===== config.mk =====
export PLATFORM = sky130hd
export DESIGN_NAME = ysyx_22040127_mem_stage_flat
export DESIGN_NICKNAME = d
export VERILOG_FILES = /design/src/rtl/ysyx_22040127_mem_stage_if.sv /design/src/rtl/ysyx_22040127_mem_stage.sv /design/src/flat_wrapper.sv
export SDC_FILE = /design/constraint.sdc
export NUM_CORES = 1
export LEC_CHECK = 0
export ABC_AREA = 1
export CAP_MARGIN = 20
export CORE_AREA = 2 2 223 225
export DETAILED_ROUTE_END_ITERATION = 10
export DIE_AREA = 0 0 225 227
export PLACE_DENSITY = 0.73
export SKIP_LAST_GASP = 1
export SLEW_MARGIN = 20
export SYNTH_ARGS = -nofsm -noshare
export SYNTH_HDL_FRONTEND = slang
export SYNTH_SLANG_ARGS = --single-unit

===== constraint.sdc =====
create_clock -name clk -period 29.8 [get_ports clk]
set_clock_uncertainty 0.15 [all_clocks]
set_input_delay 5.96 -clock clk [delete_from_list [all_inputs] [get_ports clk]]
set_output_delay 5.96 -clock clk [all_outputs]
set_load 0.1 [all_outputs]

===== src/rtl/ysyx_22040127_mem_stage_if.sv =====
// MEM stage handshake bundle: EX->MEM input, data-memory request/response, MEM->WB output.
interface ysyx_22040127_mem_stage_if;
  logic         ex_to_mem_valid;
  logic         mem_allowin;
  logic [170:0] ex_to_mem_bus;
  logic         mem_flush;

  logic         dreq_valid;
  logic         dreq_ready;
  logic [31:0]  dreq_addr;
  logic         dreq_wen;
  logic [63:0]  dreq_wdata;
  logic [7:0]   dreq_wstrb;
  logic         dresp_valid;
  logic [63:0]  dresp_rdata;

  logic         mem_to_wb_valid;
  logic         wb_allowin;
  logic [230:0] mem_to_wb_bus;

  modport master (
    input  ex_to_mem_valid, ex_to_mem_bus, mem_flush,
           dreq_ready, dresp_valid, dresp_rdata, wb_allowin,
    output mem_allowin, dreq_valid, dreq_addr, dreq_wen, dreq_wdata, dreq_wstrb,
           mem_to_wb_valid, mem_to_wb_bus
  );

  modport slave (
    output ex_to_mem_valid, ex_to_mem_bus, mem_flush,
           dreq_ready, dresp_valid, dresp_rdata, wb_allowin,
    input  mem_allowin, dreq_valid, dreq_addr, dreq_wen, dreq_wdata, dreq_wstrb,
           mem_to_wb_valid, mem_to_wb_bus
  );
endinterface


===== src/rtl/ysyx_22040127_mem_stage.sv =====
// MEM pipeline stage: holds one EX instruction, performs its load/store on the
// data-memory port, aligns/extends load data and hands the result to WB.
module ysyx_22040127_mem_stage #(
  parameter int unsigned XLEN = 64,
  parameter int unsigned PC_W = 32
) (
  input logic                     clk,
  input logic                     rst,
  ysyx_22040127_mem_stage_if.master io
);
  typedef enum logic [2:0] {
    IDLE  = 3'd0,
    REQ   = 3'd1,
    WAIT  = 3'd2,
    DONE  = 3'd3,
    DRAIN = 3'd4
  } state_t;

  state_t            state;
  logic              mem_valid;
  logic [PC_W-1:0]   pc_q;
  logic [4:0]        rd_q;
  logic              reg_wen_q, mem_read_q, mem_write_q, uns_q;
  logic [1:0]        size_q;
  logic [XLEN-1:0]   store_data_q, alu_q, load_q;

  logic              dreq_valid_q, dreq_wen_q;
  logic [31:0]       dreq_addr_q;
  logic [XLEN-1:0]   dreq_wdata_q;
  logic [7:0]        dreq_wstrb_q;

  logic [XLEN-1:0]   in_alu, in_sd;
  logic [1:0]        in_size;
  logic [2:0]        in_sh;
  logic              in_mem_op;
  logic [7:0]        strb_base, in_strb;

  logic              ready_go, mem_allowin, accept, start_req;
  logic [XLEN-1:0]   rshift, load_ext, diff_data, reg_wdata;

  assign in_alu    = io.ex_to_mem_bus[63:0];
  assign in_sd     = io.ex_to_mem_bus[127:64];
  assign in_size   = io.ex_to_mem_bus[130:129];
  assign in_mem_op = io.ex_to_mem_bus[132] | io.ex_to_mem_bus[131];
  assign in_sh     = in_alu[2:0];

  // DRAIN keeps the stage closed even though mem_valid is already cleared.
  assign ready_go    = mem_valid & (~(mem_read_q | mem_write_q) | (state == DONE));
  assign mem_allowin = (state != DRAIN) & (~mem_valid | (ready_go & io.wb_allowin));
  assign accept      = mem_allowin & io.ex_to_mem_valid & ~io.mem_flush;
  assign start_req   = accept & in_mem_op;

  always_comb begin
    strb_base = 8'h01;
    case (in_size)
      2'd0: strb_base = 8'h01;
      2'd1: strb_base = 8'h03;
      2'd2: strb_base = 8'h0F;
      2'd3: strb_base = 8'hFF;
      default: strb_base = 8'h01;
    endcase
  end
  assign in_strb = strb_base << in_sh;

  assign rshift = io.dresp_rdata >> {alu_q[2:0], 3'b000};

  always_comb begin
    load_ext  = rshift;
    diff_data = store_data_q;
    case (size_q)
      2'd0: begin
        load_ext  = uns_q ? {{(XLEN-8){1'b0}}, rshift[7:0]} : {{(XLEN-8){rshift[7]}}, rshift[7:0]};
        diff_data = {{(XLEN-8){1'b0}}, store_data_q[7:0]};
      end
      2'd1: begin
        load_ext  = uns_q ? {{(XLEN-16){1'b0}}, rshift[15:0]} : {{(XLEN-16){rshift[15]}}, rshift[15:0]};
        diff_data = {{(XLEN-16){1'b0}}, store_data_q[15:0]};
      end
      2'd2: begin
        load_ext  = uns_q ? {{(XLEN-32){1'b0}}, rshift[31:0]} : {{(XLEN-32){rshift[31]}}, rshift[31:0]};
        diff_data = {{(XLEN-32){1'b0}}, store_data_q[31:0]};
      end
      default: begin
        load_ext  = rshift;
        diff_data = store_data_q;
      end
    endcase
  end

  assign reg_wdata = mem_read_q ? load_q : alu_q;

  always_ff @(posedge clk or posedge rst) begin
    if (rst) begin
      state        <= IDLE;
      mem_valid    <= 1'b0;
      pc_q         <= '0;
      rd_q         <= '0;
      reg_wen_q    <= 1'b0;
      mem_read_q   <= 1'b0;
      mem_write_q  <= 1'b0;
      size_q       <= '0;
      uns_q        <= 1'b0;
      store_data_q <= '0;
      alu_q        <= '0;
      load_q       <= '0;
      dreq_valid_q <= 1'b0;
      dreq_wen_q   <= 1'b0;
      dreq_addr_q  <= '0;
      dreq_wdata_q <= '0;
      dreq_wstrb_q <= '0;
    end else begin
      if (mem_allowin) begin
        mem_valid <= io.ex_to_mem_valid & ~io.mem_flush;
        if (io.ex_to_mem_valid) begin
          pc_q         <= io.ex_to_mem_bus[170:139];
          rd_q         <= io.ex_to_mem_bus[138:134];
          reg_wen_q    <= io.ex_to_mem_bus[133];
          mem_read_q   <= io.ex_to_mem_bus[132];
          mem_write_q  <= io.ex_to_mem_bus[131];
          size_q       <= in_size;
          uns_q        <= io.ex_to_mem_bus[128];
          store_data_q <= in_sd;
          alu_q        <= in_alu;
        end
      end else if (io.mem_flush) begin
        mem_valid <= 1'b0;
      end

      if (start_req) begin
        dreq_addr_q  <= {in_alu[31:3], 3'b000};
        dreq_wen_q   <= io.ex_to_mem_bus[131];
        dreq_wdata_q <= in_sd << {in_sh, 3'b000};
        dreq_wstrb_q <= in_strb;
      end

      case (state)
        IDLE: begin
          if (start_req) begin
            state        <= REQ;
            dreq_valid_q <= 1'b1;
          end
        end
        REQ: begin
          // A request accepted in the flush cycle still owes a response.
          if (io.mem_flush) begin
            dreq_valid_q <= 1'b0;
            state        <= io.dreq_ready ? DRAIN : IDLE;
          end else if (io.dreq_ready) begin
            dreq_valid_q <= 1'b0;
            state        <= WAIT;
          end
        end
        WAIT: begin
          if (io.dresp_valid) begin
            if (io.mem_flush) begin
              state <= IDLE;
            end else begin
              load_q <= load_ext;
              state  <= DONE;
            end
          end else if (io.mem_flush) begin
            state <= DRAIN;
          end
        end
        DONE: begin
          if (io.mem_flush) begin
            state <= IDLE;
          end else if (io.wb_allowin) begin
            if (start_req) begin
              state        <= REQ;
              dreq_valid_q <= 1'b1;
            end else begin
              state <= IDLE;
            end
          end
        end
        DRAIN: begin
          if (io.dresp_valid) state <= IDLE;
        end
        default: state <= IDLE;
      endcase
    end
  end

  assign io.mem_allowin     = mem_allowin;
  assign io.dreq_valid      = dreq_valid_q;
  assign io.dreq_addr       = dreq_addr_q;
  assign io.dreq_wen        = dreq_wen_q;
  assign io.dreq_wdata      = dreq_wdata_q;
  assign io.dreq_wstrb      = dreq_wstrb_q;
  assign io.mem_to_wb_valid = ready_go & ~io.mem_flush;
  assign io.mem_to_wb_bus   = {mem_write_q, diff_data, alu_q, pc_q, reg_wen_q, rd_q, reg_wdata};
endmodule


===== src/flat_wrapper.sv =====
// flat-port wrapper written by rule: the top's interface ports become plain ports
module ysyx_22040127_mem_stage_flat 
#(
  parameter int unsigned XLEN = 64,
  parameter int unsigned PC_W = 32
)
  (clk, rst, io_ex_to_mem_valid, io_ex_to_mem_bus, io_mem_flush, io_dreq_ready, io_dresp_valid, io_dresp_rdata, io_wb_allowin, io_mem_allowin, io_dreq_valid, io_dreq_addr, io_dreq_wen, io_dreq_wdata, io_dreq_wstrb, io_mem_to_wb_valid, io_mem_to_wb_bus);
  ysyx_22040127_mem_stage_if io_i ();
  input logic clk;
  input logic rst;
  input wire logic [$bits(io_i.ex_to_mem_valid)-1:0] io_ex_to_mem_valid;
  input wire logic [$bits(io_i.ex_to_mem_bus)-1:0] io_ex_to_mem_bus;
  input wire logic [$bits(io_i.mem_flush)-1:0] io_mem_flush;
  input wire logic [$bits(io_i.dreq_ready)-1:0] io_dreq_ready;
  input wire logic [$bits(io_i.dresp_valid)-1:0] io_dresp_valid;
  input wire logic [$bits(io_i.dresp_rdata)-1:0] io_dresp_rdata;
  input wire logic [$bits(io_i.wb_allowin)-1:0] io_wb_allowin;
  output wire logic [$bits(io_i.mem_allowin)-1:0] io_mem_allowin;
  output wire logic [$bits(io_i.dreq_valid)-1:0] io_dreq_valid;
  output wire logic [$bits(io_i.dreq_addr)-1:0] io_dreq_addr;
  output wire logic [$bits(io_i.dreq_wen)-1:0] io_dreq_wen;
  output wire logic [$bits(io_i.dreq_wdata)-1:0] io_dreq_wdata;
  output wire logic [$bits(io_i.dreq_wstrb)-1:0] io_dreq_wstrb;
  output wire logic [$bits(io_i.mem_to_wb_valid)-1:0] io_mem_to_wb_valid;
  output wire logic [$bits(io_i.mem_to_wb_bus)-1:0] io_mem_to_wb_bus;
  assign io_i.ex_to_mem_valid = io_ex_to_mem_valid;
  assign io_i.ex_to_mem_bus = io_ex_to_mem_bus;
  assign io_i.mem_flush = io_mem_flush;
  assign io_i.dreq_ready = io_dreq_ready;
  assign io_i.dresp_valid = io_dresp_valid;
  assign io_i.dresp_rdata = io_dresp_rdata;
  assign io_i.wb_allowin = io_wb_allowin;
  assign io_mem_allowin = io_i.mem_allowin;
  assign io_dreq_valid = io_i.dreq_valid;
  assign io_dreq_addr = io_i.dreq_addr;
  assign io_dreq_wen = io_i.dreq_wen;
  assign io_dreq_wdata = io_i.dreq_wdata;
  assign io_dreq_wstrb = io_i.dreq_wstrb;
  assign io_mem_to_wb_valid = io_i.mem_to_wb_valid;
  assign io_mem_to_wb_bus = io_i.mem_to_wb_bus;
  ysyx_22040127_mem_stage #(.XLEN(XLEN), .PC_W(PC_W)) u_core (.clk(clk), .rst(rst), .io(io_i));
endmodule

* Word level (Yosys, flattened, before mapping)
Index checks and enable logic that the tools add are counted.
** Cells by class
- Equality and inequality tests :: 17
- Shift-type cells :: 3
- Multiplexer cells :: 27
- Bitwise operators :: 15
- Reductions and logical operators :: 9
** Operators by type and width (number)
- 64-bit one-hot mux with 3 select lines :: 2
- 64-bit two-way mux :: 4
- 64-bit by 6-bit left shift with 64-bit output :: 1
- 64-bit by 6-bit >> shifter with 64-bit output :: 1
- 8-bit one-hot mux with 4 select lines :: 1
- 3-bit two-way mux :: 9
- 3-bit one-hot mux with 5 select lines :: 1
- 3-bit inequality test, second input constant :: 4
- 1-bit bitwise AND :: 8
- 1-bit two-way mux :: 8
- 8-bit by 3-bit left shift with 8-bit output :: 1
- 2-bit equality test, second input constant :: 3
- 3-bit by 2-bit equality test with 1-bit output, second input constant :: 2
- 2-bit inequality test, second input constant :: 3
- 5-bit AND reduction :: 1
- 2-bit by 1-bit equality test with 1-bit output, second input constant :: 2
- 2-bit logical NOT :: 2
- 1-bit OR :: 4
- 4-bit AND reduction :: 1
- 3-bit by 1-bit equality test with 1-bit output, second input constant :: 1
- 3-bit equality test, second input constant :: 1
- 3-bit logical NOT :: 1
- 1-bit inverter :: 3
- 1-bit one-hot mux with 3 select lines :: 1
- 6 further kinds :: 6
** Storage, ports and cells
- Flip-flop bits (word level) :: 342
- Input bits :: 242
- Output and inout port bits :: 339
- Logic and storage cells :: 88

* Longest topological paths before layout
Gate-level depths: netlist of the first run.
- Word-level depth :: 14
- Gate-level depth with buffers :: 13
- Gate-level depth less buffers :: 11

* Worst setup path after synthesis of the first run
No wires, ideal clock.
- Path kind :: input to output
- From :: in io_mem_flush
- To :: out io_mem_to_wb_valid
- Arrival :: 7617 ps
- Data required time :: 23690 ps
- Path slack :: 16073 ps
- Cell stages on the path :: 3
- Buffers on the path :: 0
- Cell sequence :: inv_1 > nand2_1 > a21oi_1
** Between the ends
- Cells in the longest elaborated chain, start to end :: 2
** RTL lines
- from (decl) :: line flat_wrapper.sv:13 : input wire logic [$bits(io_i.mem_flush)-1:0] io_mem_flush;
- 1-bit inverter :: line ysyx_22040127_mem_stage.sv:191 : assign io.mem_to_wb_valid = ready_go & ~io.mem_flush;
- 1-bit bitwise AND :: line ysyx_22040127_mem_stage.sv:191
- to (decl) :: line flat_wrapper.sv:24 : output wire logic [$bits(io_i.mem_to_wb_valid)-1:0] io_mem_to_wb_valid;
Every way passes these cells.

* Worst setup path after layout of the first run
Ends and elaborated chain as after synthesis.

==> results of run 1 <==
final cells by class:
cell class / instances / area, um2 / share of cell area (%)
Multi-Input combinational cell: 1729 / 7730 / 30.4
Sequential cell: 342 / 8560 / 33.7
Antenna cell: 6 / 15.0 / 0.0590
Inverter: 262 / 991 / 3.90
Clock inverter: 14 / 199 / 0.782
Tap cell: 622 / 778 / 3.06
Clock buffer: 57 / 1170 / 4.59
Timing Repair Buffer: 603 / 5990 / 23.5
cells by family (layout without fill, tap and decap cells):
| family | Yosys count | in the layout | synth area share [%] |
|---|---|---|---|
| DFF | 342 | 342 | 46.9 |
| buffers and inverters | 445 | 936 | 10.7 |
| AOI/OAI and AO/OA | 457 | 457 | 13.6 |
| other | 1 | 9 | 0.0206 |
| and+or+nand+nor | 1259 | 1259 | 28.2 |
| muxes | 10 | 10 | 0.549 |
state kept, by name (all words and copies together) (netlist names), 2 cells and up:
| signal | count |
|---|---|
| u_core.alu_q | 64 |
| u_core.io.dreq_wdata | 64 |
| u_core.load_q | 64 |
| u_core.store_data_q | 64 |
| u_core.pc_q | 32 |
| u_core.io.dreq_addr | 29 |
| u_core.io.dreq_wstrb | 8 |
| u_core.rd_q | 5 |
| u_core.state | 3 |
| u_core.size_q | 2 |
cell usage after synthesis:
master | n | share of area [%]
sky130_fd_sc_hd__nand2_2 | 3 | 0.10
sky130_fd_sc_hd__and2_1 | 2 | 0.069
sky130_fd_sc_hd__nand3_2 | 3 | 0.16
sky130_fd_sc_hd__inv_1 | 253 | 5.2
sky130_fd_sc_hd__nand3_1 | 116 | 3.2
sky130_fd_sc_hd__buf_6 | 5 | 0.31
sky130_fd_sc_hd__buf_2 | 58 | 1.6
sky130_fd_sc_hd__buf_1 | 9 | 0.19
sky130_fd_sc_hd__o211ai_1 | 37 | 1.5
sky130_fd_sc_hd__nor3_4 | 1 | 0.089
sky130_fd_sc_hd__o22ai_1 | 9 | 0.31
sky130_fd_sc_hd__nor2_2 | 1 | 0.034
sky130_fd_sc_hd__o21bai_1 | 1 | 0.041
sky130_fd_sc_hd__and3_1 | 1 | 0.034
sky130_fd_sc_hd__nand2_1 | 935 | 19
sky130_fd_sc_hd__o21ai_1 | 119 | 3.3
sky130_fd_sc_hd__nor2_4 | 2 | 0.12
sky130_fd_sc_hd__nand4_1 | 33 | 1.1
sky130_fd_sc_hd__a31oi_1 | 8 | 0.27
sky130_fd_sc_hd__clkbuf_1 | 63 | 1.3
sky130_fd_sc_hd__or2_2 | 40 | 1.4
sky130_fd_sc_hd__nor2_1 | 117 | 2.4
sky130_fd_sc_hd__nor3_1 | 4 | 0.11
sky130_fd_sc_hd__mux2i_1 | 10 | 0.55
sky130_fd_sc_hd__buf_4 | 47 | 1.9
sky130_fd_sc_hd__clkbuf_2 | 1 | 0.027
sky130_fd_sc_hd__nand4_4 | 1 | 0.12
sky130_fd_sc_hd__o31ai_1 | 22 | 0.91
sky130_fd_sc_hd__o311ai_0 | 3 | 0.14
sky130_fd_sc_hd__o21ai_0 | 198 | 5.4
sky130_fd_sc_hd__conb_1 | 1 | 0.021
sky130_fd_sc_hd__dfrtp_1 | 342 | 47
sky130_fd_sc_hd__a211oi_1 | 2 | 0.082
sky130_fd_sc_hd__clkinv_1 | 2 | 0.041
sky130_fd_sc_hd__inv_2 | 7 | 0.14
sky130_fd_sc_hd__a21oi_1 | 58 | 1.6
worst reg2reg max path, stage by stage, from the launching register on:
cell and delay, ns:
sky130_fd_sc_hd__dfrtp_4 0.59, sky130_fd_sc_hd__inv_2 0.15, sky130_fd_sc_hd__nand2_1 0.08, sky130_fd_sc_hd__nand2_1 0.07
sky130_fd_sc_hd__nand2_1 0.06, sky130_fd_sc_hd__nand2_2 0.10, sky130_fd_sc_hd__nand2_2 0.08, sky130_fd_sc_hd__nor2_4 0.68
sky130_fd_sc_hd__buf_12 0.45, sky130_fd_sc_hd__nand2_1 1.12, sky130_fd_sc_hd__o21ai_1 0.19
layer usage:
metal | share of wire, % | vias up
met4 | 4.1 | 14
met2 | 48 | 870
met5 | 0.12 | -
li1 | - | 8892
met1 | 39 | 8986
met3 | 8.4 | 156
worst max-delay path by stage:
stage	from	end	depth (start not counted)	slack [ns]
6_report	io_mem_flush	io_mem_to_wb_valid	5	15.51
5_1_grt	io_mem_flush	io_mem_to_wb_valid	5	15.44
4_1_cts	io_mem_flush	io_mem_to_wb_valid	5	15.53
3_5_place_dp	io_mem_flush	io_mem_to_wb_valid	5	15.53
3_3_place_gp	io_mem_flush	io_mem_to_wb_valid	5	15.57
2_1_floorplan	rst	u_core.alu_q[0]$_DFFE_PP0N_	1	14.21
report_power, final:
group          leakage (nW)  total (mW)  switching, mW  internal, mW
clock network         0.668       0.516          0.207         0.309
logic                  7.41        2.10           1.65         0.451
registers              4.26       0.740          0.111         0.629
total                  12.3        3.35           1.97          1.39
metrics by stage:
step | util (%) | total power [mW] | setup slack [ns] | cells
5_1_grt | 52.4 | 3.48 | 15.44 | 3632
6_report | 52.4 | 3.35 | 15.51 | 3635
2_1_floorplan | - | 2.32 | 14.21 | 2516
4_1_cts | 52.3 | 3.37 | 15.53 | 3629
3_5_place_dp | 49.5 | 2.84 | 15.53 | 3558
3_3_place_gp | 49.5 | 2.82 | 15.57 | 3558
==> out/qor.txt, run 1 <==
LOGIC SYNTHESIS
--------------------------------------------------------------------------------------------------------
Synth Area per Inst                                                                             7.25 um2
Netlist cell types                                                                                    36
Synth Cell Area                                                                                18200 um2
Seq/Total Area, Yosys                                                                              46.9%
Yosys reg bits                                                                                       342
Yosys warns                                                                                            0
Mapped Cells                                                                                        2514

DIE
--------------------------------------------------------------------------------------------------------
Die outline height                                                                                227 um
Number of placed I/O pins                                                                            581
Initial standard-cell utilization of the core                                                      37.6%
Number of standard-cell rows in the floorplan                                                         81
Horizontal die dimension                                                                          225 um
CORE AREA                                                                                      48500 um2
DIE AREA                                                                                       51100 um2

MIN PATH
--------------------------------------------------------------------------------------------------------
Startpoint of the most critical hold path                                                   u_core.pc_q[20]$_DFFE_PP0N_
Hold Path Sink                                                                              u_core.pc_q[20]$_DFFE_PP0N_
Hold Crit Depth                                                                                        2
Type of the tightest min-delay check                                                        flop to flop

WORST SETUP PATH
--------------------------------------------------------------------------------------------------------
Top fanout value on the critical path                                                                  7
Crit end category                                                                             output pin
Critical path type                                                                          input pin to output pin
Critical-path top delay cell                                                                sky130_fd_sc_hd__clkdlybuf4s50_1
Worst path bufs/invs                                                                                   3
Peak per-stage delay on the critical path                                                        1.17 ns
Kind of start point of the critical path                                                       input pin
Reg2Reg Capture Point                                                                       u_core.size_q[0]$_DFFE_PP0N_
Cell count of the worst reg-to-reg path                                                               10
Startpoint of the most critical register-to-register path                                   u_core.mem_read_q$_DFFE_PP0N_
Setup slack of the worst register-to-register path                                              25.99 ns
Worst path required time                                                                        23.69 ns
Ordered list of cells on the worst path                                                     clkdlybuf4s50_1, inv_1, nand2_1, a21oi_1, clkdlybuf4s50_1
Most prevalent standard cell on the critical path                                           sky130_fd_sc_hd__clkdlybuf4s50_1
Kind of cell with the highest combined delay on the critical path                           buffers and inverters
Critical Path AT                                                                                 8.18 ns

STA
--------------------------------------------------------------------------------------------------------
Final setup violation count                                                                            0
Final hold viol count                                                                                  0
Hold slack final                                                                                0.323 ns
RSZ-0062 raised after global routing                                                                  no
Number of max-slew violations in the final report                                                     93
Final critical delay including setup and external delays                                        14.29 ns
Aggregate negative setup slack                                                                      0 ns
Period utilization                                                                                 48.0%
Highest Clock Rate                                                                              70.0 MHz
Worst rel slew slack                                                                              -5.82%
Worst slew pin tran                                                                              1.59 ns

ROUTE
--------------------------------------------------------------------------------------------------------
DRC violations left                                                                                    0
Routed via count divided by cell count                                                              5.20
Wire length per cell                                                                             20.4 um
Number of search-and-repair iterations in the first detailed-routing pass                              6
Final Routed Wirelength                                                                         74300 um
Number of DRC markers after the initial detailed-route iteration                                    1767
Vias                                                                                               18900
Detail Route Antenna Nets                                                                              0

CLOCK NETWORK
--------------------------------------------------------------------------------------------------------
Total clock sinks                                                                                    342
Hold buffer count at CTS                                                                               0
Post-CTS setup buffer count                                                                            0
Cell at the root of the clock tree                                                          sky130_fd_sc_hd__clkbuf_16
Clock buffer depth                                                                                     3
Post-CTS clock slew at the launch and capture registers of the worst setup and hold paths        0.06 ns
Number of buffers added by the clock tree synthesis step                                              42
TritonCTS clock tree                                                                                done
CTS H-Tree Depth                                                                                       2
Total of cells resized after clock tree synthesis                                                      0
Clock network latency to the later pin of the worst-skew pair                                    0.57 ns

GLOBAL ROUTE
--------------------------------------------------------------------------------------------------------
Global Route met3 Usage                                                                            6.83%
GRT busiest layer                                                                                   met2
Maximum number of pins on one net before global-route repair                                         230
Number of antenna violations at the first check in global routing                                     12
Vias in the first global route                                                                     18200
Wire length of the first global-routing pass                                                   110000 um
Grt met2 use                                                                                       47.6%
Overflow after GRT                                                                                     0
Total global routing track utilization                                                             28.1%
Met1 Usage GRT                                                                                     34.3%

LAYOUT
--------------------------------------------------------------------------------------------------------
Top library cells by usage in the layout, fill and taps aside                               935 x sky130_fd_sc_hd__nand2_1, 574 x sky130_fd_sc_hd__clkdlybuf4s50_1, 340 x sky130_fd_sc_hd__dfrtp_1
Layout Nets                                                                                         3222
Share of layout cells above drive strength 1                                                       5.09%
Finished layout cell area                                                                      25400 um2
Commonest non-fill, non-tap cell in the layout                                              sky130_fd_sc_hd__nand2_1
Fillers                                                                                             4640
Area growth from synthesis to final layout                                                         39.4%

PLACED DESIGN
--------------------------------------------------------------------------------------------------------
Detail Placement HPWL                                                                           54400 um
DP Area                                                                                        24000 um2
Final RePlAce weighted congestion                                                                  0.948
Number of port buffers                                                                               577

POWER
--------------------------------------------------------------------------------------------------------
Ratio of total power to cell area                                                             132 nW/um2
Max rail drop VDD                                                                                84.4 uV
Pleak                                                                                            12.3 nW

JOB
--------------------------------------------------------------------------------------------------------
Max-cap violations                                                                                     0

RUN STATUS
--------------------------------------------------------------------------------------------------------
Run status                                                                                  finished with violations
Violations in the final reports                                                               slew limit

No activity file was read; power rests on OpenSTA's default activity.
==> inputs of run 2 (changes only) <==
--- a/config.mk
+++ b/config.mk
@@ -7,10 +7,10 @@
 export LEC_CHECK = 0
 export ABC_AREA = 1
 export CAP_MARGIN = 20
-export CORE_AREA = 2 2 223 225
+export CORE_AREA = 2 2 225 227
 export DETAILED_ROUTE_END_ITERATION = 10
-export DIE_AREA = 0 0 225 227
-export PLACE_DENSITY = 0.73
+export DIE_AREA = 0 0 227 229
+export PLACE_DENSITY = 0.72
 export SKIP_LAST_GASP = 1
 export SLEW_MARGIN = 20
 export SYNTH_ARGS = -nofsm -noshare
==> constraint.sdc (replaced) <==
create_clock -name clk -period 14.9 [get_ports clk]
set_clock_uncertainty 0.15 [all_clocks]
set_input_delay 2.98 -clock clk [delete_from_list [all_inputs] [get_ports clk]]
set_output_delay 2.98 -clock clk [all_outputs]
set_load 0.1 [all_outputs]
==> run 2 against run 1 <==
  * The run now ends clean
  * Sequential share of layout area about the same
  * Combinational power increased by 100%
  * Count of clock-buffer cells in the layout increased by 1
  * Total power increased by 99%
  * Non-clock buffer count increased by 3
  * Final cell count increased by 1.5%
  * Critical path depth unchanged
  * Critical path type unchanged
  * Critical endpoint unchanged
  * Largest cell class unchanged
  * Highest routed layer unchanged
==> out/qor.txt, run 2 (synthesis gave the netlist of run 1 again) <==
RUN STATUS
--------------------------------------------------------------------------------------------------------
Run status                                                                                  finished clean

STA
--------------------------------------------------------------------------------------------------------
Number of max-slew violations in the final report                                                      0
RSZ-0062 raised after global routing                                                                  no
Highest Clock Rate                                                                               121 MHz
Worst rel slew slack                                                                               25.5%
Worst slew pin tran                                                                              1.11 ns
Final critical delay including setup and external delays                                         8.28 ns
Final setup violation count                                                                            0
Final hold viol count                                                                                  0
Aggregate negative setup slack                                                                      0 ns
Period utilization                                                                                 55.6%

ROUTE
--------------------------------------------------------------------------------------------------------
Final Routed Wirelength                                                                         75400 um
Detail Route Antenna Nets                                                                              0
Metal1 wirelength                                                                               29100 um
Vias                                                                                               18900
Number of DRC markers after the initial detailed-route iteration                                    1759
Met3 layer wire length in the routed design                                                      6830 um
Number of search-and-repair iterations in the first detailed-routing pass                              6
DRC violations left                                                                                    0
Wire length per cell                                                                             20.4 um
Sum of met2 wire segment lengths after detailed routing                                         35900 um
Routed via count divided by cell count                                                              5.13
Max Used Layer                                                                                      met5

WORST SETUP PATH
--------------------------------------------------------------------------------------------------------
Worst path required time                                                                        11.77 ns
Kind of start point of the critical path                                                       input pin
Top fanout value on the critical path                                                                  7
Crit end category                                                                             output pin
Critical Path AT                                                                                 5.15 ns
Setup slack of the worst register-to-register path                                              10.51 ns
Critical path type                                                                          input pin to output pin

MIN PATH
--------------------------------------------------------------------------------------------------------
Type of the tightest min-delay check                                                        flop to flop

POWER
--------------------------------------------------------------------------------------------------------
Ratio of total power to cell area                                                             262 nW/um2
Pleak                                                                                            12.3 nW
Max rail drop VDD                                                                                 168 uV
Total power after layout                                                                         6.67 mW

LAYOUT
--------------------------------------------------------------------------------------------------------
Area growth from synthesis to final layout                                                         39.6%
Layout Nets                                                                                         3224
Commonest non-fill, non-tap cell in the layout                                              sky130_fd_sc_hd__nand2_1
Top library cells by usage in the layout, fill and taps aside                               935 x sky130_fd_sc_hd__nand2_1, 575 x sky130_fd_sc_hd__clkdlybuf4s50_1, 340 x sky130_fd_sc_hd__dfrtp_1
Final cell count without fillers                                                                    3690
Share of layout cells above drive strength 1                                                       5.38%

CLOCK NETWORK
--------------------------------------------------------------------------------------------------------
Total of cells resized after clock tree synthesis                                                      0
CTS H-Tree Depth                                                                                       2
TritonCTS clock tree                                                                                done
Total clock sinks                                                                                    342
Cell at the root of the clock tree                                                          sky130_fd_sc_hd__clkbuf_16
Hold buffer count at CTS                                                                               0
Number of buffers added by the clock tree synthesis step                                              41
Post-CTS clock slew at the launch and capture registers of the worst setup and hold paths        0.05 ns
Post-CTS setup buffer count                                                                            0
Clock network latency to the later pin of the worst-skew pair                                    0.56 ns
Clock buffer depth                                                                                     3

PLACED DESIGN
--------------------------------------------------------------------------------------------------------
Number of port buffers                                                                               577
Detail Placement HPWL                                                                           55500 um
Placed Cells                                                                                        3611
Final RePlAce weighted congestion                                                                  0.987

DIE
--------------------------------------------------------------------------------------------------------
DIE AREA                                                                                       52000 um2
Initial standard-cell utilization of the core                                                      36.7%
Horizontal die dimension                                                                          227 um
Die outline height                                                                                229 um
Number of placed I/O pins                                                                            581
CORE AREA                                                                                      49700 um2
Number of standard-cell rows in the floorplan                                                         82

GLOBAL ROUTE
--------------------------------------------------------------------------------------------------------
Vias in the first global route                                                                     18500
Number of antenna violations at the first check in global routing                                     13
Maximum number of pins on one net before global-route repair                                         101
Wire length of the first global-routing pass                                                   112000 um
Total global routing track utilization                                                             28.4%
Overflow after GRT                                                                                     0

JOB
--------------------------------------------------------------------------------------------------------
Max-cap violations                                                                                     0

[run 2: changes by cell type in the layout (fill, tap and decap cells not counted), sizes merged]
cell	change
clkinvlp	+1
buf	+2
diode	-1
clkinv	+4
inv	+1
clkdlybuf4s50	+1
bufinv	-4
clkbuf	+1
[run 2: path summary, 6_finish.rpt]
kind	startpoint	end	cells after the start
max	io_mem_flush	io_mem_to_wb_valid	5
min	u_core.store_data_q[22]$_DFFE_PP0N_	u_core.store_data_q[22]$_DFFE_PP0N_	2
max reg2reg	u_core.mem_read_q$_DFFE_PP0N_	u_core.io.dreq_wen$_DFFE_PP0P_	12
min reg2reg	u_core.store_data_q[22]$_DFFE_PP0N_	u_core.store_data_q[22]$_DFFE_PP0N_	2
max in group asynchronous	rst	u_core.pc_q[13]$_DFFE_PP0N_	4
min in group asynchronous	rst	u_core.io.dreq_addr[15]$_DFFE_PP0P_	2
[run 2: where the power goes]
| group | internal, mW | switching, mW |
|---|---|---|
| Sequential | 1.26 | 0.217 |
| Clock | 0.571 | 0.423 |
| Combinational | 0.899 | 3.30 |
[run 2: per-stage QoR]
stage          cell area [um2]  utilization [%]  worst slack (ns)  hold WS, ns
3_3_place_gp             24100             48.5              6.65        0.305
3_5_place_dp             24100             48.5              6.64        0.309
5_1_grt                  25400             51.2              6.54        0.332
2_1_floorplan            18200                -              2.29        0.292
4_1_cts                  25400             51.2              6.63        0.325
6_report                 25500             51.3              6.62        0.319
[run 2: final cells by class]
cell class                 count  area, um2
clock inverter                16        130
multi-input combinational   1729       7730
inverter                     262        991
timing repair buffer         606       5980
antenna                        5       12.5
sequential                   342       8560
tap                          672        841
fill                        4900      24200
clock buffer                  58       1210
[run 2: metal layers]
metal	vias to the layer above	track usage (%)
met5	-	0
met4	18	12.0
met3	176	7.68
met2	859	47.5
met1	8970	34.2
li1	8897	-
[run 2: critical path: stages]
cell	delay, ns
sky130_fd_sc_hd__clkdlybuf4s50_1	0.55
sky130_fd_sc_hd__inv_1	0.22
sky130_fd_sc_hd__nand2_1	0.10
sky130_fd_sc_hd__a21oi_1	0.13
sky130_fd_sc_hd__clkdlybuf4s50_1	1.16
==> inputs of run 3 (changes only) <==
==> constraint.sdc (replaced) <==
create_clock -name clk -period 8.5 [get_ports clk]
set_clock_uncertainty 0.15 [all_clocks]
set_input_delay 1.7 -clock clk [delete_from_list [all_inputs] [get_ports clk]]
set_output_delay 1.7 -clock clk [all_outputs]
set_load 0.1 [all_outputs]
==> run 3 against run 2 <==
  * First-iteration DRC count down 0.45%
  * Die area did not move
  * Largest cell class unchanged
  * Utilization is essentially flat
  * Setup slack lost 3.9 ns
  * Register-to-register slack lost 5.6 ns
==> out/qor.txt, run 3 (synthesis gave the netlist of run 1 again) <==
WORST SETUP PATH
--------------------------------------------------------------------------------------------------------
Crit end category                                                                             output pin
Worst path bufs/invs                                                                                   3
Startpoint of the most critical register-to-register path                                   u_core.mem_read_q$_DFFE_PP0N_
Most prevalent standard cell on the critical path                                           sky130_fd_sc_hd__clkdlybuf4s50_1
Top fanout value on the critical path                                                                  7
Cell count of the worst reg-to-reg path                                                               11
Setup slack of the worst register-to-register path                                               4.88 ns
Peak per-stage delay on the critical path                                                        1.17 ns
Ordered list of cells on the worst path                                                     clkdlybuf4s50_1, inv_1, nand2_1, a21oi_1, clkdlybuf4s50_1
Kind of cell with the highest combined delay on the critical path                           buffers and inverters
Reg2Reg Capture Point                                                                       u_core.io.dreq_wdata[2]$_DFFE_PP0P_
Critical Path AT                                                                                 3.90 ns
Kind of start point of the critical path                                                       input pin
Worst path required time                                                                         6.65 ns
Critical path type                                                                          input pin to output pin
Critical-path top delay cell                                                                sky130_fd_sc_hd__clkdlybuf4s50_1

ROUTE
--------------------------------------------------------------------------------------------------------
Number of search-and-repair iterations in the first detailed-routing pass                              5
Final Routed Wirelength                                                                         75700 um
Number of DRC markers after the initial detailed-route iteration                                    1751
Wire length per cell                                                                             20.5 um
DRC violations left                                                                                    0
Vias                                                                                               18900
Routed via count divided by cell count                                                              5.12
Detail Route Antenna Nets                                                                              0

MIN PATH
--------------------------------------------------------------------------------------------------------
Startpoint of the most critical hold path                                                   u_core.rd_q[2]$_DFFE_PP0N_
Type of the tightest min-delay check                                                        flop to flop
Hold Path Sink                                                                              u_core.rd_q[2]$_DFFE_PP0N_
Hold Crit Depth                                                                                        2

STA
--------------------------------------------------------------------------------------------------------
Worst slew pin tran                                                                              1.10 ns
Aggregate negative setup slack                                                                      0 ns
RSZ-0062 raised after global routing                                                                  no
Worst rel slew slack                                                                               26.5%
Final critical delay including setup and external delays                                         5.75 ns
Final hold viol count                                                                                  0
Number of max-slew violations in the final report                                                      0
Hold slack final                                                                                0.318 ns
Period utilization                                                                                 67.6%
Final setup violation count                                                                            0
Highest Clock Rate                                                                               174 MHz

GLOBAL ROUTE
--------------------------------------------------------------------------------------------------------
Vias in the first global route                                                                     18800
Wire length of the first global-routing pass                                                   113000 um
Total global routing track utilization                                                             28.6%
Overflow after GRT                                                                                     0
Maximum number of pins on one net before global-route repair                                         162
Number of antenna violations at the first check in global routing                                     19

CLOCK NETWORK
--------------------------------------------------------------------------------------------------------
Cell at the root of the clock tree                                                          sky130_fd_sc_hd__clkbuf_16
Post-CTS setup buffer count                                                                            0
CTS H-Tree Depth                                                                                       2
Clock network latency to the later pin of the worst-skew pair                                    0.58 ns
Total clock sinks                                                                                    342
TritonCTS clock tree                                                                                done
Hold buffer count at CTS                                                                               0
Total of cells resized after clock tree synthesis                                                      0
Post-CTS clock slew at the launch and capture registers of the worst setup and hold paths        0.06 ns
Clock buffer depth                                                                                     3
Number of buffers added by the clock tree synthesis step                                              42

DIE
--------------------------------------------------------------------------------------------------------
CORE AREA                                                                                      49700 um2
Die outline height                                                                                229 um
DIE AREA                                                                                       52000 um2
Number of standard-cell rows in the floorplan                                                         82
Horizontal die dimension                                                                          227 um
Number of placed I/O pins                                                                            581
Initial standard-cell utilization of the core                                                      36.7%

JOB
--------------------------------------------------------------------------------------------------------
Max-cap violations                                                                                     0

PLACED DESIGN
--------------------------------------------------------------------------------------------------------
Number of port buffers                                                                               577
Placed Cells                                                                                        3611
Detail Placement HPWL                                                                           55300 um
Final RePlAce weighted congestion                                                                  0.944

LAYOUT
--------------------------------------------------------------------------------------------------------
Final cell count without fillers                                                                    3689
Multi-input logic area                                                                          7730 um2
End-of-flow core utilization                                                                       51.3%
Share of layout cells above drive strength 1                                                       5.34%
Fillers                                                                                             4854
Sequential cell area                                                                            8560 um2
Area growth from synthesis to final layout                                                         39.7%
Commonest non-fill, non-tap cell in the layout                                              sky130_fd_sc_hd__nand2_1
Layout Nets                                                                                         3225
Top library cells by usage in the layout, fill and taps aside                               935 x sky130_fd_sc_hd__nand2_1, 575 x sky130_fd_sc_hd__clkdlybuf4s50_1, 339 x sky130_fd_sc_hd__dfrtp_1

RUN STATUS
--------------------------------------------------------------------------------------------------------
Run status                                                                                  finished clean

POWER
--------------------------------------------------------------------------------------------------------
Pleak                                                                                            12.3 nW
Ratio of total power to cell area                                                             460 nW/um2
Max rail drop VDD                                                                                 307 uV

-- run 3: cell types whose count changed in the layout (fill, tap and decap cells not counted), moves of 3 or more --
| cell | before | now |
|---|---|---|
| sky130_fd_sc_hd__clkbuf_16 | 41 | 45 |
| sky130_fd_sc_hd__clkbuf_1 | 5 | 8 |
| sky130_fd_sc_hd__clkinv_4 | 3 | 0 |
| sky130_fd_sc_hd__clkbuf_8 | 12 | 8 |
| sky130_fd_sc_hd__clkinv_2 | 6 | 10 |
| sky130_fd_sc_hd__clkinvlp_4 | 2 | 5 |
| sky130_fd_sc_hd__inv_6 | 3 | 0 |
-- run 3: where the power goes --
group          internal (mW)  switching, mW  leakage (nW)  total, mW
Clock                   1.03          0.735         0.661       1.77
Sequential              2.20          0.415          4.26       2.62
Combinational           1.58           5.75          7.42       7.33
Total                   4.81           6.90          12.3       11.7
-- run 3: per-layer routing --
| layer | vias up | part of all wire, % | global-route usage [%] |
|---|---|---|---|
| li1 | 8880 | - | - |
| met1 | 8944 | 39 | 34.4 |
| met2 | 849 | 47 | 47.5 |
| met3 | 197 | 9.5 | 8.69 |
| met4 | 30 | 4.5 | 12.0 |
| met5 | - | 0.28 | 0 |
-- run 3: layout make-up --
class	instances	area share [%]
tap	672	3.30
clock inverter	14	0.314
timing repair buffer	606	23.6
inverter	262	3.87
clock buffer	61	4.97
multi-input combinational	1729	30.3
antenna	3	0.0295
sequential	342	33.6
-- run 3: how the worst max path moves through the flow --
| stage | start | end | slack (ns) | depth (start not counted) |
|---|---|---|---|---|
| global placement | io_mem_flush | io_mem_to_wb_valid | 2.82 | 5 |
| detailed placement | io_mem_flush | io_mem_to_wb_valid | 2.79 | 5 |
| CTS | io_mem_flush | io_mem_to_wb_valid | 2.76 | 5 |
| finish | io_mem_flush | io_mem_to_wb_valid | 2.75 | 5 |
| floorplan | rst | u_core.alu_q[0]$_DFFE_PP0N_ | 2.08 | 1 |
| global route | io_mem_flush | io_mem_to_wb_valid | 2.68 | 5 |
-- run 3: through the flow --
stage                     cell area (um2)  total power, mW  setup WS (ns)
final                               25500             11.7           2.75
after global routing                25500             12.2           2.68
after CTS                           25500             11.8           2.76
after detailed placement            24100             9.95           2.79
after global placement              24100             9.90           2.82
after floorplan                     18200             8.12           2.08
-- run 3: tightest hold or removal path, cell delays in order, from the launching register on --
cell and delay [ns]:
sky130_fd_sc_hd__dfrtp_1 0.34, sky130_fd_sc_hd__nand2_1 0.05, sky130_fd_sc_hd__nand2_1 0.04
==> patch, RTL diff (config.mk and constraints of run 1) <==
Make the reset (`rst`) synchronous in one clocked block.
--- a/src/rtl/ysyx_22040127_mem_stage.sv
+++ b/src/rtl/ysyx_22040127_mem_stage.sv
@@ -90,5 +90,5 @@
   assign reg_wdata = mem_read_q ? load_q : alu_q;
 
-  always_ff @(posedge clk or posedge rst) begin
+  always_ff @(posedge clk) begin
     if (rst) begin
       state        <= IDLE;
Function: differs if rst is asserted again (counterexample within 4 cycles, from zero or initial values and one cycle with rst high); with rst held inactive, the same outputs for 4 cycles.
==> patch against run 1 <==
Cell area down 6.4%; synthesized area down 9.0%; cell count down 1.0%; worst setup slack better by 290 ps; sequential cell count unchanged; routed wire length down 3.2%; hold slack worse by 20 ps; non-clock buffer count down 1; critical path type unchanged; critical endpoint is now io_mem_allowin.
Power is not compared: it rests on default switching activity, and its combinational part moved more than twofold at a synthesized area within 25%.
==> patch: results (changes against run 1) <==
set qor(critPathMaxFanout) 3 ;# -4
set qor(grt_start_max_net_pins) 159 ;# -31%
set qor(place.gp.congestion) 0.9564 ;# +0.89%
set qor(post-place-cells) 3522 ;# -1.0%
set qor(finish.net_count) 3186 ;# -1.1%
set qor(crit_arrival_ps) 7890 ;# -290 ps
set qor(internal-power_w) 0.0009131
set qor(wl_per_cell_um) 19.99 ;# -2.2%
set qor(synth_top_cells_by_count) {487 x sky130_fd_sc_hd__nand2_1, 479 x sky130_fd_sc_hd__o21ai_0, 401 x sky130_fd_sc_hd__nor2_1}
set qor(leakage_nw) 9.477
set qor(cts.hold.buffers_added) 0 ;# unchanged
set qor(synth_async_sr_flop_share_pct) 0 ;# -100 points
set qor(synth.distinct_cells) 37 ;# +2.8%
set qor(r2r-start) {u_core.alu_q[0]}
set qor(synth_compound_gate_area_share_pct) 23.31 ;# +9.7 points
set qor(post_synth_fa_ha_maj_area_fraction_pct) 0 ;# unchanged
set qor(synth_seq_area_share_pct) 41.26 ;# -5.7 points
set qor(final_hpwl_dp_um) 51630 ;# -5.1%
set qor(syn_area_per_cell_um2) 6.605 ;# -8.9%
set qor(first_global_vias) 17079 ;# -6.1%
set qor(timing.hold.worst.start) {u_core.store_data_q[62]}
set qor(drt_pass1_iterations) 6 ;# unchanged
set qor(final_cell_count_no_fill) 3598 ;# -1.0%
set qor(synth_warnings) 0 ;# unchanged
set qor(ys.flop_type) {sky130_fd_sc_hd__dfxtp_1}
set qor(clk_pin_slew_ps) 60 ;# about the same
set qor(vias) 18418 ;# -2.6%
set qor(grt_antenna_before_repair) 3 ;# -9
set qor(netlist_top_cells_area) {sky130_fd_sc_hd__dfxtp_1 41%, sky130_fd_sc_hd__o21ai_0 14%, sky130_fd_sc_hd__nand2_1 11%}
set qor(timing.critical_path.slowest_cell_delay_ps) 1120 ;# -50 ps
set qor(grtUsageTotal_pct) 27.08 ;# -1.1 points
set qor(post_route_cells_drive_above_1_share_pct) 4.168 ;# -0.92 points
set qor(cts_buffers) 41 ;# -2.4%
set qor(portBuffers) 577 ;# unchanged
set qor(family_of_cells_with_the_greatest_summed_delay_on_the_critical_path) {buffers and inverters}
set qor(root_buffer) {sky130_fd_sc_hd__clkbuf_16}
set qor(postCtsSetupRepairBufs) 0 ;# unchanged
set qor(tightestPinTransition_ps) 1154 ;# -433.2 ps
set qor(detailedRoute.firstIterationViolations) 1720 ;# -2.7%
set qor(critical-path-slowest-cell) {sky130_fd_sc_hd__clkdlybuf4s50_1}
set qor(grt_pass1_wl_um) 105000 ;# -4.1%
set qor(synth.area.mux_share_pct) 1.267 ;# +0.72 points
set qor(pre_cts_ws_ps) 15790 ;# +268.1 ps
set qor(outcome) {completed}
set qor(post_synth_xor_area_fraction_pct) 0 ;# unchanged
set qor(fillCellCount) 4904 ;# +5.7%
set qor(startpoint) {io_wb_allowin}
==> patch: cell count changes in the layout (fill, tap and decap cells not counted), moves of 80 or more <==
| cell | before | now |
|---|---|---|
| sky130_fd_sc_hd__a21oi_1 | 58 | 200 |
| sky130_fd_sc_hd__dfrtp_1 | 340 | 0 |
| sky130_fd_sc_hd__dfxtp_1 | 0 | 339 |
| sky130_fd_sc_hd__inv_1 | 251 | 171 |
| sky130_fd_sc_hd__nand2_1 | 935 | 486 |
| sky130_fd_sc_hd__nor2_1 | 117 | 399 |
| sky130_fd_sc_hd__o21ai_0 | 198 | 479 |
| sky130_fd_sc_hd__o21ai_1 | 119 | 11 |
==> patch: tightest hold or removal path, cell delays in order, from the launching register on <==
cell	delay, ps
sky130_fd_sc_hd__dfxtp_1	290
sky130_fd_sc_hd__inv_1	60
sky130_fd_sc_hd__a21oi_1	50
==> patch: final cells by class <==
type                    count  share of cell area (%)
flip-flops and latches    342                   28.79
clock buffers              57                   4.988
diodes                      1                 0.01051
inverters                 179                   2.875
multi-input cells        1778                   34.03
well taps                 622                   3.269
repair buffers            602                   25.08
clock inverters            17                  0.9618
==> patch: kinds of logic after synthesis <==
family	Yosys count
other	1
DFF	342
buffers and inverters	394
AOI/OAI and AO/OA	745
and+or+nand+nor	1009
muxes	21
==> patch: power by group through the flow <==
stage	clock network, W	registers [W]	logic [W]
after CTS	0.000538	0.000498	0.000463
after detailed placement	0	0.000508	0.000462
after floorplan	0	0.000640	0.000192
final	0.000527	0.000498	0.000464
after global placement	0	0.000507	0.000461
after global routing	0.000556	0.000501	0.000487
==> patch: stage by stage <==
stage,cell area (um^2),total power (W)
2_1_floorplan,16600,0.0008319
3_3_place_gp,22360,0.0009676
3_5_place_dp,22360,0.0009697
4_1_cts,23770,0.001499
5_1_grt,23800,0.001544
6_report,23810,0.001490
==> patch: worst paths after layout <==
path | endpoint | slack (ps) | depth (start not counted)
worst max-delay path | io_mem_allowin | 15800 | 6
worst min-delay path | u_core.store_data_q[62] | 300 | 2
worst max register to register | u_core.load_q[32] | 26030 | 11
worst min register to register | u_core.store_data_q[62] | 300 | 2
==> patch: metal layers <==
layer  vias to the layer above  part of all wire (%)  routed length (um)  track usage [%]
met5                         -                 0.038                  27                0
met2                       789                    50               36100            48.31
met1                      8441                    37               26680            30.17
met3                       149                   8.3                5965            7.253
li1                       9035                     -                   -                -
met4                         4                   4.4                3150            12.20
